`config.mk`:
```
export PLATFORM = sky130hd
export DESIGN_NAME = ram_stream_fifo
export DESIGN_NICKNAME = d
export VERILOG_FILES = /design/src/rtl/cofactor_pkg.sv /design/src/rtl/ram.sv /design/src/rtl/ram_stream_fifo.sv
export SDC_FILE = /design/constraint.sdc
export NUM_CORES = 1
export LEC_CHECK = 0
export ABC_AREA = 1
export CAP_MARGIN = 20
export CORE_ASPECT_RATIO = 1.2
export CORE_UTILIZATION = 58
export DETAILED_ROUTE_END_ITERATION = 8
export DONT_BUFFER_PORTS = 1
export HOLD_SLACK_MARGIN = 0.06
export PLACE_DENSITY = 0.8
export SLEW_MARGIN = 0
export SYNTH_ARGS = -nofsm -noshare
export SYNTH_HDL_FRONTEND = slang
export SYNTH_SLANG_ARGS = --single-unit
```
`constraint.sdc`:
```
create_clock -name clk -period 11.7 [get_ports clk]
set_input_delay 2.34 -clock clk [delete_from_list [all_inputs] [get_ports clk]]
set_output_delay 2.34 -clock clk [all_outputs]
set_load 0.05 [all_outputs]
```
`src/rtl/cofactor_pkg.sv`:
```
// Shared defaults for the cofactor datapath stages so that producers, the FIFO
// and the downstream consumers all agree on RAM geometry and word width.
package cofactor_pkg;

  localparam int DEFAULT_ADDR_WIDTH = 4;
  localparam int DEFAULT_DATA_WIDTH = 16;

endpackage : cofactor_pkg

```
`src/rtl/ram.sv`:
```
// Simple dual-port RAM: one write port, one read port with a registered
// (1-cycle) read.
module ram #(
  parameter int mem_width  = 16,
  parameter int addr_width = 4
) (
  input  logic                  clk,
  input  logic                  write_en,
  input  logic [addr_width-1:0] write_address,
  input  logic [mem_width-1:0]  write_data,
  input  logic                  read_en,
  input  logic [addr_width-1:0] read_address,
  output logic [mem_width-1:0]  read_data
);

  logic [mem_width-1:0] mem [2**addr_width];

  // NOTE: storage has no reset so it maps onto RAM macros; nothing reads a
  // location before the write pointer has filled it.
  always_ff @(posedge clk) begin
    if (write_en) mem[write_address] <= write_data;
    if (read_en)  read_data <= mem[read_address];
  end

endmodule : ram

```
`src/rtl/ram_stream_fifo.sv`:
```
// Valid/ready FIFO around the RAM: the registered read latency is hidden by a
// 2-entry output buffer (head + skid) fed by a single in-flight read.
module ram_stream_fifo
  import cofactor_pkg::*;
#(
  parameter int ADDR_WIDTH = DEFAULT_ADDR_WIDTH,
  parameter int DATA_WIDTH = DEFAULT_DATA_WIDTH
) (
  input  logic                  clk,
  input  logic                  reset,
  input  logic                  in_valid,
  output logic                  in_ready,
  input  logic [DATA_WIDTH-1:0] in_data,
  output logic                  out_valid,
  input  logic                  out_ready,
  output logic [DATA_WIDTH-1:0] out_data,
  output logic [ADDR_WIDTH:0]   level
);

  localparam int                CW    = ADDR_WIDTH + 1;
  localparam logic [CW-1:0]     DEPTH = CW'(2**ADDR_WIDTH);

  logic [ADDR_WIDTH-1:0] wr_ptr, rd_ptr;
  logic [CW-1:0]         ram_cnt;
  logic                  inflight;
  logic                  head_v, skid_v;
  logic [DATA_WIDTH-1:0] head_d, skid_d;
  logic [DATA_WIDTH-1:0] read_data;

  logic                  push, pop, issue;
  logic [1:0]            occ;
  logic                  head_v_n, skid_v_n;
  logic [DATA_WIDTH-1:0] head_d_n, skid_d_n;

  assign in_ready  = (ram_cnt < DEPTH);
  assign push      = in_valid & in_ready;
  assign pop       = head_v & out_ready;
  assign out_valid = head_v;
  assign out_data  = head_d;

  // Slots already claimed downstream of the RAM. A pop this cycle frees its
  // slot in time for the issued word, which is what sustains 1 word/cycle.
  assign occ   = 2'(head_v) + 2'(skid_v) + 2'(inflight);
  assign issue = (ram_cnt != '0) && ((occ - 2'(pop)) < 2'd2);

  ram #(
    .mem_width (DATA_WIDTH),
    .addr_width(ADDR_WIDTH)
  ) u_ram (
    .clk          (clk),
    .write_en     (push),
    .write_address(wr_ptr),
    .write_data   (in_data),
    .read_en      (issue),
    .read_address (rd_ptr),
    .read_data    (read_data)
  );

  // Pop shifts skid into head; a returning read then fills the first free slot.
  // NOTE: every output gets a default first so no path leaves a latch.
  always_comb begin
    head_v_n = head_v;
    head_d_n = head_d;
    skid_v_n = skid_v;
    skid_d_n = skid_d;
    if (pop) begin
      head_v_n = skid_v;
      if (skid_v) head_d_n = skid_d;
      skid_v_n = 1'b0;
    end
    if (inflight) begin
      if (!head_v_n) begin
        head_v_n = 1'b1;
        head_d_n = read_data;
      end else begin
        skid_v_n = 1'b1;
        skid_d_n = read_data;
      end
    end
  end

  // NOTE: state registers use non-blocking assignments so every flop samples
  // the pre-edge values regardless of statement order.
  always_ff @(posedge clk) begin
    if (reset) begin
      wr_ptr   <= '0;
      rd_ptr   <= '0;
      ram_cnt  <= '0;
      inflight <= 1'b0;
      head_v   <= 1'b0;
      skid_v   <= 1'b0;
      head_d   <= '0;
      skid_d   <= '0;
      level    <= '0;
    end else begin
      if (push)  wr_ptr <= wr_ptr + 1'b1;
      if (issue) rd_ptr <= rd_ptr + 1'b1;
      ram_cnt  <= ram_cnt + CW'(push) - CW'(issue);
      level    <= level + CW'(push) - CW'(pop);
      inflight <= issue;
      head_v   <= head_v_n;
      head_d   <= head_d_n;
      skid_v   <= skid_v_n;
      skid_d   <= skid_d_n;
    end
  end

endmodule : ram_stream_fifo
```
==> results of run 1 <==
## path summary, 6_finish.rpt
kind               from          to  slack [ns]  cells past startpoint
max reg2reg   out_valid  ram_cnt[4]        7.70                     20
min          skid_d[13]  skid_d[13]        0.44                      2
min reg2reg  skid_d[13]  skid_d[13]        0.44                      2
max           out_ready  ram_cnt[4]        6.64                     21
## state kept, by name (all words and copies together), names as in the netlist, 4 cells and up
| signal | flops |
|---|---|
| level | 5 |
| skid_d | 16 |
| u_ram.read_data | 16 |
| u_ram.mem | 256 |
| out_data | 16 |
| rd_ptr | 4 |
| ram_cnt | 5 |
| wr_ptr | 4 |
## layer usage
metal,part of all wire [%],routed length (um),up-vias,GRT usage [%]
li1,-,-,4432,-
met1,40,11600,4293,31.6
met2,50,14500,415,41.1
met3,8.6,2510,59,3.34
met4,2.2,645,0,8.74
met5,0,0,-,0
## cell usage in the layout, fill, tap and decap left out, drive strengths merged
cell and instances:
xor2 4, nor2 35, buf 17, clkinv 11, ha 18, nand2 464
dfxtp 53, bufinv 2, nand3 165, inv 200, edfxtp 272, a21oi 48
clkbuf 40, fa 2, o21ai 51, clkinvlp 3
## power groups by stage
| stage | Clock [mW] | Combinational, mW | Sequential [mW] |
|---|---|---|---|
| floorplan | 0 | 0.603 | 1.54 |
| CTS | 0.954 | 0.726 | 1.55 |
| global placement | 0 | 0.689 | 1.57 |
| global route | 0.999 | 0.837 | 1.57 |
| finish | 0.945 | 0.738 | 1.55 |
| detailed placement | 0 | 0.717 | 1.57 |
## cells by family (layout without fill, tap and decap cells)
kind of cell / count (synthesis) / after routing / synth area share, %
fa+ha+maj: 20 / 20 / 1.91
buf+inv: 265 / 273 / 8.31
xor+xnor: 4 / 4 / 0.252
simple gates: 664 / 664 / 19.4
flops: 325 / 325 / 66.5
compound gates: 99 / 99 / 3.57
## Yosys cell counts
library cell and number:
inv_4 1, clkinv_1 1, a21oi_1 48, dfxtp_1 53, o21ai_0 42, xor2_1 4, nor2_1 35, buf_1 2
inv_1 196, buf_6 14, nand2_1 464, o21ai_1 9, inv_2 1, clkbuf_1 19, buf_8 1, fa_1 2
edfxtp_1 272, buf_2 29, ha_1 18, buf_4 1, nand3_1 165
## final cells by class
cell class	count	area (um2)	area share, %
sequential	325	9230	61.2
multi-input combinational	787	3540	23.5
clock buffer	40	810	5.37
inverter	199	749	4.97
tap	315	394	2.61
timing repair buffer	17	208	1.38
clock inverter	17	146	0.971
## critical path: cells and delay by family
family / cells / cell delay, ns
adders and majority gates: 5 / 1.45
and+or+nand+nor: 10 / 1.36
buffers and inverters: 5 / 0.31
AOI/OAI and AO/OA: 1 / 0.08
## through the flow
step / instances / hold WS, ns / setup slack (ns)
floorplan: 1377 / 0.420 / 6.12
global placement: 1633 / 0.429 / 6.17
detailed placement: 1634 / 0.434 / 6.09
CTS: 1691 / 0.449 / 6.66
global route: 1700 / 0.466 / 6.34
finish: 1700 / 0.445 / 6.64
==> run metrics, run 1 <==
# hold bufs at CTS=0; top cells by area, synth=edfxtp_1 (59%), nand2_1 (13%), dfxtp_1 (7.6%); Peak Freq=~0.20 GHz; share of layout cells above drive strength 1=5.85%; unique cell type count in the Yosys netlist=21; final clock skew=roughly 0.015 ns; DR WL/cell=17.2 um; Yosys top cell area share=58.9%; post-layout util=64.6%; Combinational Power Share=22.8%; DPL Wire Length=approximately 16000 um; Worst setup SP type=primary input; Post-Syn Nets=1417; period utilization=43.2%; CTS tree=yes; Flop pwr share=47.9%; Synth Cell Area=0.0139 mm2; die area=0.0246 mm2; Top Ports=43; area grow syn2layout=8.66%; crit-path max cell delay=~0.7 ns; total CTS buffers=31; H-tree levels=1; PostCTS Resize Cnt=0; pwr/cell area=214 mW/mm2; setup bufs post-CTS=0; RSZ-0062 raised after global routing=false; Final nets=~1400; Worst EP arrival=5.55 ns; largest net degree at the start of global routing=102; Max Cap Viol=0; clock period minus worst slack=5.06 ns; net switching power=1.10 mW; syn_area_per_cell=10.1 um2; Finish-stage setup viols=0; Chip Height=171 um; antenna-violating nets left=0; DRC Markers=0; CP most frequent cell=nand2_1; TNS Setup=0 ns; switching share of power=between 30 and 40%; final hold vios=0; Core ar.=around 0.023 mm2; Clock Latency Late Sink=roughly 0.56 ns; CTS Sinks=325; Max FO, Critical Path=21; LEAKAGE=6.24 nW; First-pass DRT Iterations=5; largest area contributor in the netlist=edfxtp_1; clock power share=29.2%; IO Port Bufs=0; design area=0.0151 mm2; Max stage delay cell, worst path=nor2_2; Crit Path Class=in2reg; Via Count=9199; Slew headroom=22.3%; GPL Wtd Cong=0.754; maximum root-to-sink buffer count=3; cell-internal power=around 2.1 mW; Total Routing Usage GR=about a quarter; clk slew on worst S/H paths=around 0.060 ns; Overflow after GRT=0; cells after synthesis=between 1000 and 1500; first-pass GRT wire length=~45000 um; Fill cells=1718; Hold Crit Class=reg2reg; antenna violations before repair=0; outcome=finished, final reports clean; measured slew at the worst slew-check pin=1.16 ns; number of diodes=0; total power draw=3.23 mW; Via density=roughly 5.4; Die X-Extent=143 um; Worst Setup End Kind=flop; vias in the first global route=8791; flops & latches, synth=325; Req. time, crit path=12.19 ns; sequential area share after synthesis=between 60% and 70%; yosys warns=0; worst-path cell chain=nand2_1 > inv_1 > ha_1 > inv_1 > ha_1 > nand2_1 > nand3_1 > nand2_1 > nor2_2 > ha_1 > inv_1 > ha_1 > inv_1 > fa_1 > inv_1 > nand2_1 > nand2_1 > a21oi_1 > nand2_1 > nand2_1 > nor2_1; worst vdd ir=0.000136 V; initial core utilization=59.4%; Post-DP Area=0.0140 mm2; Max Transition Viols Final=0; WL final=29200 um; Clock Root Buffer=clkbuf_16; row count=61; Initial DRC Count=787
No activity file was read; power rests on OpenSTA's default activity.
==> run 2, diff against run 1 <==
clock period = 4.95 ns   (was 11.7 ns; I/O delays follow)
==> run 2 against run 1 <==
Effect of this change:
- first-iteration DRC count is 18% higher
- clock skew is 0.0055 ns lower
- global-route usage is 0.087 points lower
- largest cell class unchanged
- register-to-register slack worse by 6.3 ns
- combinational power is 140% higher
==> run metrics, run 2 (synthesis results as in run 1) <==
maximum root-to-sink buffer count=3 (unchanged); Post-DP Area=0.0141 mm2 (was 0.0140 mm2); # hold bufs at CTS=0 (unchanged); antenna violations before repair=0 (unchanged); initial core utilization=59.4% (unchanged); max reg flops=256 (unchanged); Top Ports=43 (unchanged); LEAKAGE=6.30 nW (was 6.24 nW); pwr/cell area=512 mW/mm2 (was 214 mW/mm2); Final nets=1406 (was 1401); cell-internal power=5.20 mW (was 2.14 mW); Req. time, crit path=5.45 ns (was 12.19 ns); Via Count=9236 (was 9199); number of diodes=0 (unchanged); Worst Path Buf+Inv=6 (was 5); Max Cap Viol=0 (unchanged); Post-Route M1 WL=11300 um (was 11600 um); Die X-Extent=143 um (unchanged); RSZ-0062 raised after global routing=false (unchanged); switching share of power=33.2% (was 33.9%); Initial DRC Count=930 (was 787); Clock Latency Late Sink=0.56 ns (about the same); PostCTS Resize Cnt=0 (unchanged); CP delay by family, top=adder cells (unchanged); CTS Sinks=325 (unchanged); CTS tree=yes (unchanged); design area=0.0152 mm2 (was 0.0151 mm2); net switching power=2.58 mW (was 1.10 mW); setup ws final=1.39 ns (was 6.64 ns); DR WL met2=14500 um (about the same); IO Port Bufs=0 (unchanged); measured slew at the worst slew-check pin=1.18 ns (was 1.16 ns); Finish-stage setup viols=0 (unchanged); first-pass GRT wire length=43900 um (was 45000 um); final clock skew=0.00988 ns (was 0.0154 ns); DPL Wire Length=16100 um (was 15600 um); Slew headroom=21.5% (was 22.3%); Combinational Power Share=22.3% (was 22.8%); DRC Markers=0 (unchanged); Worst setup SP type=flop (was primary input); GPL Wtd Cong=0.801 (was 0.754); die area=0.0246 mm2 (unchanged); Clock Root Buffer=clkbuf_16 (unchanged); share of layout cells above drive strength 1=6.12% (was 5.85%); Via density=5.42 (was 5.41); final hold vios=0 (unchanged); DR WL/cell=17.2 um (about the same); area grow syn2layout=9.53% (was 8.66%); Min Hold Slack=0.445 ns (about the same); CP most frequent cell=nand2_1 (unchanged); row count=61 (unchanged); vias in the first global route=8652 (was 8791); clk slew on worst S/H paths=0.06 ns (about the same); total CTS buffers=31 (unchanged); most common cell after layout, fill and taps aside=nand2_1 (unchanged); Max stage delay cell, worst path=dfxtp_1 (was nor2_2); antenna-violating nets left=0 (unchanged); Placement Setup Slack=1.14 ns (was 6.09 ns); H-tree levels=1 (unchanged); setup bufs post-CTS=0 (unchanged); Max Used Layer=met4 (unchanged); largest net degree at the start of global routing=95 (was 102); Total Routing Usage GR=24.0% (was 24.1%); clock power share=30.5% (was 29.2%); worst vdd ir=0.000360 V (was 0.000136 V); Chip Height=171 um (unchanged); outcome=finished, final reports clean (unchanged); WL final=29300 um (was 29200 um); Crit Path Class=reg2reg (was in2reg); TNS Setup=0 ns (unchanged); Overflow after GRT=0 (unchanged); Worst Setup End Kind=flop (unchanged); met3 wire len=2610 um (was 2510 um); total power draw=7.79 mW (was 3.23 mW); Hold Crit Class=reg2reg (unchanged); crit-path max cell delay=0.70 ns (about the same); Max FO, Critical Path=21 (unchanged); Core ar.=0.0234 mm2 (unchanged); Peak Freq=0.281 GHz; Largest Register=u_ram.mem (unchanged); Flop pwr share=47.2% (was 47.9%); Worst EP arrival=4.06 ns (was 5.55 ns); clock period minus worst slack=3.56 ns; commonest non-fill, non-tap cells in the layout=nand2_1 (464), edfxtp_1 (272), inv_1 (196) (unchanged); First-pass DRT Iterations=6 (was 5); worst-path cell chain=nand2_1 > inv_1 > ha_1 > inv_1 > ha_1 > nand2_1 > nand3_1 > nand2_1 > nor2_2 > buf_4 > ha_1 > inv_1 > ha_1 > inv_1 > fa_1 > inv_1 > nand2_1 > nand2_1 > a21oi_1 > nand2_1 > nand2_1 > nor2_1 (was nand2_1 > inv_1 > ha_1 > inv_1 > ha_1 > nand2_1 > nand3_1 > nand2_1 > nor2_2 > ha_1 > inv_1 > ha_1 > inv_1 > fa_1 > inv_1 > nand2_1 > nand2_1 > a21oi_1 > nand2_1 > nand2_1 > nor2_1); period utilization=72.0%; Max Transition Viols Final=0 (unchanged)
## run 2: cell types whose count changed in the layout (fill, tap and decap cells not counted), sizes merged
cell,previous run,this run
buf,17,22
clkbuf,40,36
bufinv,2,5
clkinv,11,14
clkinvlp,3,2
inv,200,199
## run 2: worst paths after layout
kind | start | to | slack (ns) | depth (start not counted)
worst max register to register | out_valid | ram_cnt[4] | 1.39 | 22
worst min register to register | skid_d[3] | skid_d[3] | 0.44 | 2
worst max-delay path | out_valid | ram_cnt[4] | 1.39 | 22
worst min-delay path | skid_d[3] | skid_d[3] | 0.44 | 2
## run 2: area by class of cell
| class | count | area, um2 |
|---|---|---|
| clock buffers | 36 | 795 |
| clock inverters | 21 | 230 |
| fillers | 1689 | 8160 |
| inverters | 199 | 749 |
| multi-input cells | 787 | 3540 |
| flip-flops and latches | 325 | 9230 |
| well taps | 315 | 394 |
| repair buffers | 22 | 260 |
## run 2: per-stage QoR
stage                     std cells  utilization, %
final                          1705            65.1
after global routing           1705            65.1
after CTS                      1697            64.6
after detailed placement       1640            60.2
after global placement         1636            59.9
after floorplan                1377               -
## run 2: worst min-delay path, stage by stage, from the launching register on
cell     delay (ns)
dfxtp_1        0.31
inv_1          0.05
a21oi_1        0.05
## run 2: power by group through the flow
stage / Combinational, mW / Sequential [mW] / Clock, mW
after global placement: 1.62 / 3.72 / 0
after floorplan: 1.43 / 3.64 / 0
after global routing: 1.96 / 3.71 / 2.50
after detailed placement: 1.69 / 3.73 / 0
final: 1.74 / 3.67 / 2.38
after CTS: 1.71 / 3.67 / 2.38
## run 2: routing by layer
layer	vias up	global-route usage, %
met2	448	40.6
met1	4261	29.3
li1	4441	-
met3	86	4.45
met4	0	12.9
met5	-	0
==> run 3, diff against run 2 <==
CORE_UTILIZATION = 57   (was 58)
PLACE_DENSITY = 0.81   (was 0.8)
clock period = 3.1 ns   (was 4.95 ns; I/O delays follow)
==> run 3 against run 2 <==
Effect of this change:
- fmax grew 27%
- routed wire length rose by 4.4%
- via count increased by 2.4%
- setup slack got worse by 1.1 ns
- utilization fell by 1.4 points
- die area is 1.7% higher
- sequential cell count did not move
- clock skew increased by 0.0057 ns
- non-clock buffer count is 8 higher
- critical path type unchanged
- clock power is 55% higher
==> run metrics, run 3 (synthesis results as in run 1) <==
outcome=finished, final reports clean (unchanged); RSZ-0062 raised after global routing=false (unchanged); most common cell after layout, fill and taps aside=nand2_1 (unchanged); CTS Sinks=325 (unchanged); DR WL/cell=17.8 um (was 17.2 um); vias in the first global route=9084 (was 8652); DPL Wire Length=18000 um (was 16100 um); DRC Markers=0 (unchanged); WL final=30500 um (was 29300 um); Initial DRC Count=1085 (was 930); Top Ports=43 (unchanged); Worst EP arrival=3.32 ns (was 4.06 ns); R2R setup slack=0.29 ns (was 1.39 ns); Via Count=9460 (was 9236); row count=62 (was 61); Max stage delay cell, worst path=dfxtp_2 (was dfxtp_1); die area=0.0250 mm2 (was 0.0246 mm2); antenna-violating nets left=0 (unchanged); TNS Setup=0 ns (unchanged); Die X-Extent=144 um (was 143 um); PostCTS Resize Cnt=0 (unchanged); maximum root-to-sink buffer count=3 (unchanged); worst-path cell chain=nand2_8 > inv_4 > ha_4 > inv_2 > ha_1 > nand2_1 > nand3_1 > nand2_1 > nor2_4 > ha_1 > inv_1 > ha_2 > inv_2 > fa_2 > inv_1 > nand2_1 > nand2_1 > a21oi_2 > nand2_1 > nand2_1 > nor2_1 (was nand2_1 > inv_1 > ha_1 > inv_1 > ha_1 > nand2_1 > nand3_1 > nand2_1 > nor2_2 > buf_4 > ha_1 > inv_1 > ha_1 > inv_1 > fa_1 > inv_1 > nand2_1 > nand2_1 > a21oi_1 > nand2_1 > nand2_1 > nor2_1); Crit Path Class=reg2reg (unchanged); H-tree levels=1 (unchanged); Via density=5.51 (was 5.42); register area=0.00924 mm2 (was 0.00923 mm2); # hold bufs at CTS=0 (unchanged); final clock skew=0.0155 ns (was 0.00988 ns); setup bufs post-CTS=0 (unchanged); measured slew at the worst slew-check pin=0.997 ns (was 1.18 ns); final hold vios=0 (unchanged); total CTS buffers=30 (was 31); area grow syn2layout=9.59% (was 9.53%); Overflow after GRT=0 (unchanged); Clock Root Buffer=clkbuf_16 (unchanged); share of layout cells above drive strength 1=7.52% (was 6.12%); Final nets=1413 (was 1406); clk slew on worst S/H paths=0.06 ns (about the same); Finished Layout Cells=1716 (was 1705); Finish-stage setup viols=0 (unchanged); Hold Crit Class=in2reg (was reg2reg); post-placement cell count=1661 (was 1640); Chip Height=173 um (was 171 um); worst vdd ir=0.000459 V (was 0.000360 V); Largest Register=u_ram.mem (unchanged); Clock Latency Late Sink=0.57 ns (was 0.56 ns); Total Routing Usage GR=24.8% (was 24.0%); CP most frequent cell=nand2_1 (unchanged); Max Cap Viol=0 (unchanged); First-pass DRT Iterations=5 (was 6); max reg flops=256 (unchanged); period utilization=90.7% (was 72.0%); GPL Wtd Cong=0.773 (was 0.801); multi-input logic area=0.00358 mm2 (was 0.00354 mm2); clock period minus worst slack=2.81 ns (was 3.56 ns); crit-path max cell delay=0.35 ns (was 0.70 ns); initial core utilization=58.1% (was 59.4%); Max FO, Critical Path=3 (was 21); Worst setup SP type=flop (unchanged); Peak Freq=0.356 GHz (was 0.281 GHz); Worst Setup End Kind=flop (unchanged); Slew headroom=33.5% (was 21.5%); Max Transition Viols Final=0 (unchanged); IO Port Bufs=0 (unchanged); pwr/cell area=821 mW/mm2 (was 512 mW/mm2); Fill cells=1781 (was 1689); number of diodes=0 (unchanged); largest net degree at the start of global routing=132 (was 95); Core ar.=0.0239 mm2 (was 0.0234 mm2); Req. time, crit path=3.60 ns (was 5.45 ns); first-pass GRT wire length=46900 um (was 43900 um); LEAKAGE=6.33 nW (was 6.30 nW); commonest non-fill, non-tap cells in the layout=nand2_1 (463), edfxtp_1 (272), inv_1 (193) (was nand2_1 (464), edfxtp_1 (272), inv_1 (196)); antenna violations before repair=0 (unchanged); CTS tree=yes (unchanged)
==> run 3: area by class of cell <==
| type | count | share of cell area, % |
|---|---|---|
| sequential | 325 | 60.7 |
| multi-input combinational | 787 | 23.5 |
| clock buffer | 31 | 4.96 |
| inverter | 199 | 4.94 |
| tap | 320 | 2.63 |
| timing repair buffer | 30 | 1.73 |
| clock inverter | 24 | 1.47 |
==> run 3: critical path, delay by kind of cell (launching register included) <==
family	cells	cell delay, ns
DFF	1	0.35
buffers and inverters	5	0.23
adders and majority gates	5	1.30
AOI/OAI and AO/OA	1	0.06
and+or+nand+nor	10	0.81
==> run 3: metrics by stage <==
step                total power [mW]  hold slack [ns]  worst slack (ns)  utilization, %  cell area, um2
finish                          12.5            0.105             0.287            63.7           15200
global route                    13.1           0.0955            0.0135            63.7           15200
CTS                             12.5           0.0922             0.273            63.7           15200
detailed placement              8.83            0.437            0.0477            59.6           14200
global placement                8.70            0.430            0.0877            59.6           14200
floorplan                       8.14            0.420            -0.103               -           13900
==> run 3: final timing paths <==
path | startpoint | end | cells after the start
max reg2reg | out_valid | ram_cnt[4] | 21
max | out_valid | ram_cnt[4] | 21
min reg2reg | skid_d[4] | skid_d[4] | 2
min | reset | rd_ptr[0] | 1
==> run 3: where the power goes <==
part / switching [mW] / internal (mW)
Combinational: 2.11 / 0.930
Clock: 1.58 / 2.09
Sequential: 0.561 / 5.21
Total: 4.26 / 8.23
==> run 3: per-layer routing <==
layer	part of all wire [%]	routed length, um	vias up	GRT usage [%]
li1	-	-	4453	-
met4	3.5	1060	0	10.6
met5	0	0	-	0
met2	50	15200	448	41.5
met1	38	11600	4487	32.1
met3	8.7	2660	72	3.71
